File: config.mk
export PLATFORM = sky130hd
export DESIGN_NAME = redraw_scheduler
export DESIGN_NICKNAME = d
export VERILOG_FILES = /design/src/rtl/redraw_scheduler_pkg.sv /design/src/rtl/redraw_request_latch.sv /design/src/rtl/redraw_scheduler.sv
export SDC_FILE = /design/constraint.sdc
export NUM_CORES = 1
export LEC_CHECK = 0
export BUFFER_PORTS_ARGS = -buffer_cell sky130_fd_sc_hd__clkbuf_2
export CORE_AREA = 2 2 70 85
export DETAILED_ROUTE_END_ITERATION = 6
export DIE_AREA = 0 0 72 87
export PLACE_DENSITY = 0.66
export SYNTH_ARGS = -nofsm -noshare
export SYNTH_HDL_FRONTEND = slang
export SYNTH_SLANG_ARGS = --single-unit
File: constraint.sdc
create_clock -name CLOCK -period 5.37 [get_ports CLOCK]
set_clock_uncertainty 0.1 [all_clocks]
set_input_delay 0.537 -clock CLOCK [delete_from_list [all_inputs] [get_ports CLOCK]]
set_output_delay 0.537 -clock CLOCK [all_outputs]
set_load 0.01 [all_outputs]
File: src/rtl/redraw_scheduler_pkg.sv
// Shared definitions for the redraw scheduler: FSM states, redraw causes,
// board geometry and frame timing constants.
package redraw_scheduler_pkg;

  typedef enum logic [2:0] {
    S_IDLE  = 3'd0,
    S_LATCH = 3'd1,
    S_DRAW  = 3'd2,
    S_DRAIN = 3'd3,
    S_DONE  = 3'd4
  } state_t;

  typedef enum logic [1:0] {
    CAUSE_CURSOR = 2'd0,
    CAUSE_PLACE  = 2'd1,
    CAUSE_GUESS  = 2'd2,
    CAUSE_FULL   = 2'd3
  } cause_t;

  localparam int BOARD_CELLS  = 100;
  localparam int CELL_PIXELS  = 64;
  localparam int TOTAL_CELLS  = 2 * BOARD_CELLS;
  localparam int DRAIN_CYCLES = 70;
  localparam int MAX_CYCLES   = 20000;
  localparam int WD_WIDTH     = 15;
  localparam int DRAIN_WIDTH  = 7;

  // Request vector bit order: [0]=cursor, [1]=place, [2]=guess, [3]=full.
  function automatic cause_t encode_cause(input logic [3:0] req);
    if (req[3]) return CAUSE_FULL;
    else if (req[2]) return CAUSE_GUESS;
    else if (req[1]) return CAUSE_PLACE;
    else return CAUSE_CURSOR;
  endfunction

endpackage

File: src/rtl/redraw_request_latch.sv
// Holds one pending bit per redraw request source and priority-encodes the
// combined pending/live requests into a cause code.
module redraw_request_latch
  import redraw_scheduler_pkg::*;
(
  input  logic       CLOCK,
  input  logic       RESET,
  input  logic [3:0] req,
  input  logic       clear,
  output logic       any_req,
  output cause_t     cause
);

  logic [3:0] pending;
  logic [3:0] merged;

  assign merged  = pending | req;
  assign any_req = |merged;
  assign cause   = encode_cause(merged);

  // A request arriving in the clearing cycle survives so it earns its own frame.
  always_ff @(posedge CLOCK or negedge RESET) begin
    if (!RESET) begin
      pending <= 4'b0;
    end else begin
      pending <= (clear ? 4'b0 : pending) | req;
    end
  end

endmodule

File: src/rtl/redraw_scheduler.sv
// Sequences full-screen redraws of both boards: snapshots the cursor/turn
// inputs per frame, runs the datapath until all cells drain, and watchdogs it.
module redraw_scheduler
  import redraw_scheduler_pkg::*;
#(
  parameter int TOTAL_CELLS_P  = TOTAL_CELLS,
  parameter int DRAIN_CYCLES_P = DRAIN_CYCLES,
  parameter int MAX_CYCLES_P   = MAX_CYCLES
) (
  input  logic       CLOCK,
  input  logic       RESET,
  input  logic       REQ_CURSOR,
  input  logic       REQ_PLACE,
  input  logic       REQ_GUESS,
  input  logic       REQ_FULL,
  input  logic [3:0] x_req,
  input  logic [3:0] y_req,
  input  logic       rotate_req,
  input  logic       player1_move_req,
  input  logic [7:0] board_counter,
  output logic       START_DRAWING,
  output logic       PLOT,
  output logic [3:0] x_out,
  output logic [3:0] y_out,
  output logic       rotate_out,
  output logic       player1_move_out,
  output logic       BUSY,
  output logic       FRAME_DONE,
  output logic [1:0] last_cause,
  output logic [7:0] frame_count,
  output logic       TIMEOUT
);

  localparam logic [7:0]             CELLS_LIMIT = 8'(TOTAL_CELLS_P);
  localparam logic [DRAIN_WIDTH-1:0] DRAIN_LOAD  = DRAIN_WIDTH'(DRAIN_CYCLES_P - 1);
  localparam logic [WD_WIDTH-1:0]    WD_LIMIT    = WD_WIDTH'(MAX_CYCLES_P - 1);

  state_t                 state_q, state_d;
  logic [DRAIN_WIDTH-1:0] drain_q;
  logic [WD_WIDTH-1:0]    wd_q;
  logic                   abort_q;
  cause_t                 cause_q;
  cause_t                 cause_now;
  logic                   any_req;
  logic                   clear_pending;
  logic                   wd_expired;
  logic                   cells_done;
  logic [3:0]             x_q, y_q;
  logic                   rotate_q, player1_q;
  logic [7:0]             frame_count_q;
  logic                   timeout_q;

  redraw_request_latch u_request_latch (
    .CLOCK   (CLOCK),
    .RESET   (RESET),
    .req     ({REQ_FULL, REQ_GUESS, REQ_PLACE, REQ_CURSOR}),
    .clear   (clear_pending),
    .any_req (any_req),
    .cause   (cause_now)
  );

  assign wd_expired = (wd_q == WD_LIMIT);
  assign cells_done = (board_counter >= CELLS_LIMIT);

  always_ff @(posedge CLOCK or negedge RESET) begin
    if (!RESET) begin
      state_q <= S_IDLE;
    end else begin
      state_q <= state_d;
    end
  end

  always_comb begin
    state_d       = state_q;
    START_DRAWING = 1'b1;
    PLOT          = 1'b0;
    BUSY          = 1'b0;
    FRAME_DONE    = 1'b0;
    clear_pending = 1'b0;
    case (state_q)
      S_IDLE: begin
        if (any_req) state_d = S_LATCH;
      end
      S_LATCH: begin
        BUSY          = 1'b1;
        clear_pending = 1'b1;
        state_d       = S_DRAW;
      end
      S_DRAW: begin
        START_DRAWING = 1'b0;
        PLOT          = 1'b1;
        BUSY          = 1'b1;
        if (wd_expired) state_d = S_DONE;
        else if (cells_done) state_d = S_DRAIN;
      end
      S_DRAIN: begin
        START_DRAWING = 1'b0;
        PLOT          = 1'b1;
        BUSY          = 1'b1;
        if (wd_expired || drain_q == '0) state_d = S_DONE;
      end
      S_DONE: begin
        BUSY       = 1'b1;
        FRAME_DONE = !abort_q;
        state_d    = S_IDLE;
      end
      default: state_d = S_IDLE;
    endcase
  end

  // Watchdog expiry marks the frame aborted so DONE suppresses its pulse and count.
  always_ff @(posedge CLOCK or negedge RESET) begin
    if (!RESET) begin
      drain_q       <= '0;
      wd_q          <= '0;
      abort_q       <= 1'b0;
      cause_q       <= CAUSE_CURSOR;
      x_q           <= 4'd0;
      y_q           <= 4'd0;
      rotate_q      <= 1'b0;
      player1_q     <= 1'b0;
      frame_count_q <= 8'd0;
      timeout_q     <= 1'b0;
    end else begin
      case (state_q)
        S_LATCH: begin
          x_q       <= x_req;
          y_q       <= y_req;
          rotate_q  <= rotate_req;
          player1_q <= player1_move_req;
          cause_q   <= cause_now;
          wd_q      <= '0;
          abort_q   <= 1'b0;
        end
        S_DRAW: begin
          wd_q <= wd_q + 1'b1;
          if (wd_expired) begin
            timeout_q <= 1'b1;
            abort_q   <= 1'b1;
          end else if (cells_done) begin
            drain_q <= DRAIN_LOAD;
          end
        end
        S_DRAIN: begin
          wd_q <= wd_q + 1'b1;
          if (wd_expired) begin
            timeout_q <= 1'b1;
            abort_q   <= 1'b1;
          end else if (drain_q != '0) begin
            drain_q <= drain_q - 1'b1;
          end
        end
        S_DONE: begin
          if (!abort_q) frame_count_q <= frame_count_q + 8'd1;
        end
        default: ;
      endcase
    end
  end

  assign x_out            = x_q;
  assign y_out            = y_q;
  assign rotate_out       = rotate_q;
  assign player1_move_out = player1_q;
  assign last_cause       = cause_q;
  assign frame_count      = frame_count_q;
  assign TIMEOUT          = timeout_q;

endmodule

==> impl_metrics.yaml <==
sta:
  slew_violations: 0
  finalHoldViolations: 0
  relSlewSlack_pct: 46.9
  timing.final.ws_setup_ns: 2.91
  fmax_mhz: 407
  period_needed_ns: 2.46
  whs_ns: 0.237
  fin_setup_tns_ns: 0
  fin_crit_sh_pct: 45.8
  worstMarginPinSlew_ns: 0.794
  rsz0062_at_grt: "false"
  setup_viol: 0
drt:
  antenna_left: 0
  drc_errors: 0
  first_iter_violations: 67
  vias: 1765
  wire_per_inst_microns: 13.5
  vias_per_cell: 5.43
  firstDrtPassIters: 4
  wl_microns: 4380
floorplanning:
  core_area_sq_um: 5520
  die_area_sq_um: 6260
  fp.dieH_microns: 87
  start_util_pct: 43.1
  boundaryPins: 49
  die_x_microns: 72
  rows: 30
clocking:
  cts-resized-gates: 0
  cts_sinks: 51
  clockBufferDepth: 2
  post_cts_buffers: 0
  holdBufCountCts: 0
  clk_pin_slew_ns: 0.09
  cts_buffers: 5
  root_buffer: "clkbuf_8"
  cts_tree: "done"
  htreeDepth: 2
  clk-insertion-delay-late_ns: 0.30
yosys:
  ys_ff_latch: 51
  syn-cell-area_sq_um: 2380
  synth_seq_area_share_pct: 53.7
  synth_cell_types: 48
  synth_enable_flop_cells: 0
  syn_inst: 211
  synth_ff_type: "dfrtp_1"
  synth_warnings: 0
  postSynthAreaPerCell_sq_um: 11.3
  syn_nets: 239
  ys_async_sr_fraction_pct: 100
placement:
  gp_congestion: 0.724
  port_buffers: 45
  dp_hpwl_microns: 3080
  dp_slack_ns: 3.04
final_layout:
  fin_util_pct: 50.0
  layout.nets: 288
  syn2layout_area_growth_pct: 16.0
  antenna_cells: 0
  final_layout_size_suffix_gt1_share_pct: 28.0
  fillers: 500
pwr:
  vdd_drop_max_uv: 258
  sequentialPowerShare_pct: 48.0
  p_leak_nw: 1.24
  p_comb_share_pct: 34.9
  p_clk_share_pct: 17.1
  power_density_nw_per_um2: 455
  power_mw: 1.25
  power_switching_mw: 0.461
  p_int_mw: 0.794
  switching_share_pct: 36.8
hold_path:
  holdCritPathClass: "input port to async pin"
setup_path:
  cp_data_required_time_ns: 4.73
  rrSetupSlack_ns: 3.07
  worst_path_max_delay_cell: "nor2b_1"
  reg2reg_to: "drain_q[1]"
  cp-startpoint: "state_q[1]"
  critPathLaunchType: "flop"
  critical_path_arrival_ns: 1.82
  cp-endpoint: "START_DRAWING"
  rr_worst_depth: 4
  worstSetupPathType: "flop to primary output"
  endpoint_kind: "primary output"
  crit_fanout: 9
  path_cells: "nor2b_1 > inv_2 > clkbuf_2"
  crit_buf_inv: 2
  crit_family: "simple AND/OR/NAND/NOR gates"
  reg2reg_from: "state_q[1]"
  cp.depth: 3
  max_stage_delay_ns: 0.69
flow_run:
  drv_cap: 0
global_routing:
  grt_max_degree: 52
  grt_overflow_total: 0
  grt_usage_pct: 15.4
  antenna_found_initial: 0
  grt_pass1_vias: 1767
  grt_pass1_wl_microns: 7710
outcome:
  status: "finished clean"
[stage by stage]
step           instances  area [sq um]
2_1_floorplan        211          2380
3_5_place_dp         317          2670
5_1_grt              325          2760
6_report             325          2760
4_1_cts              325          2760
3_3_place_gp         317          2670
[cells by family after synthesis]
| kind of cell | count (synthesis) | share of synthesized area, % |
|---|---|---|
| AND/OR/NAND/NOR | 76 | 18.6 |
| AO/OA/AOI/OAI | 40 | 12.3 |
| multiplexers | 17 | 7.84 |
| buffers and inverters | 15 | 2.63 |
| adder cells (fa/ha/maj) | 4 | 2.10 |
| XOR/XNOR | 8 | 2.95 |
| flip-flops | 51 | 53.7 |
[flip-flops by register name (all words and copies together), names as in the netlist]
name and cells:
rotate_out 1, abort_q 1, state_q 3, frame_count 8, last_cause 2, u_request_latch.pending 4, player1_move_out 1, x_out 4
y_out 4, drain_q 7, wd_q 15, TIMEOUT 1
[final cells by class]
type | count | area, sq um | area share [%]
sequential | 51 | 1280 | 46.3
timing repair buffer | 47 | 240 | 8.71
clock buffer | 6 | 72.6 | 2.63
inverter | 10 | 37.5 | 1.36
multi-input combinational | 145 | 1040 | 37.7
tap | 64 | 80.1 | 2.90
clock inverter | 2 | 12.5 | 0.454
[cell usage after synthesis (all sizes together), types with 2 or more instances]
library cell / count / area (sq um)
dfrtp: 51 / 1280
nand2: 21 / 78.8
mux2: 13 / 146
nand3: 11 / 60.1
inv: 10 / 37.5
nand4: 9 / 71.3
nor3: 9 / 45.0
o21ai: 9 / 45.0
xnor2: 7 / 61.3
a21oi: 5 / 25.0
nor4: 5 / 31.3
a21o: 4 / 30.0
ha: 4 / 50.1
mux2i: 4 / 40.0
nor2: 4 / 15.0
a22o: 3 / 26.3
and3: 3 / 18.8
buf: 3 / 17.5
o211ai: 3 / 22.5
o31ai: 3 / 22.5
a31oi: 2 / 12.5
clkbuf: 2 / 7.51
nand2b: 2 / 12.5
nand3b: 2 / 15.0
nor2b: 2 / 12.5
o311ai: 2 / 17.5
o41ai: 2 / 17.5
[worst min-delay path by stage]
stage / from / cells after the start / slack, ns / end
3_3_place_gp: TIMEOUT / 1 / 0.35 / TIMEOUT
4_1_cts: RESET / 2 / 0.27 / x_out[3]
2_1_floorplan: RESET / 0 / 0.14 / TIMEOUT
6_report: RESET / 2 / 0.24 / frame_count[7]
3_5_place_dp: wd_q[14] / 1 / 0.36 / wd_q[14]
5_1_grt: RESET / 2 / 0.29 / frame_count[7]
[layer usage]
layer	GRT usage, %	share of wire [%]	vias up
li1	-	-	879
met1	18.5	48	828
met2	27.4	46	53
met3	3.13	5.2	5
met4	5.15	1.0	0
met5	0	0	-
[layout by cell type, fill, tap and decap left out, types with 2 or more instances in the layout]
cell and instances:
nor2b_1 2, nor3_1 9, o311ai_0 2, a31oi_1 2, nand3b_1 2, nand2b_1 2
clkbuf_8 5, clkbuf_2 45, and3_1 3, mux2i_1 4, nand4_1 8, inv_1 9
a22o_1 3, o211ai_1 3, nand3_1 10, nor2_1 4, nor4_1 5, o31ai_1 3
buf_4 2, dfrtp_1 51, mux2_2 12, o41ai_1 2, a21o_1 4, xnor2_1 7
o21ai_0 9, a21oi_1 5, ha_1 4, nand2_1 21
[power by group through the flow]
stage                     registers [mW]  logic [mW]  clock network (mW)
after floorplan                    0.603       0.308                   0
after global routing               0.621       0.500               0.236
after CTS                          0.603       0.446               0.224
after detailed placement           0.609       0.446                   0
after global placement             0.606       0.434                   0
final                              0.603       0.438               0.214
No activity file was read; power rests on OpenSTA's default activity.
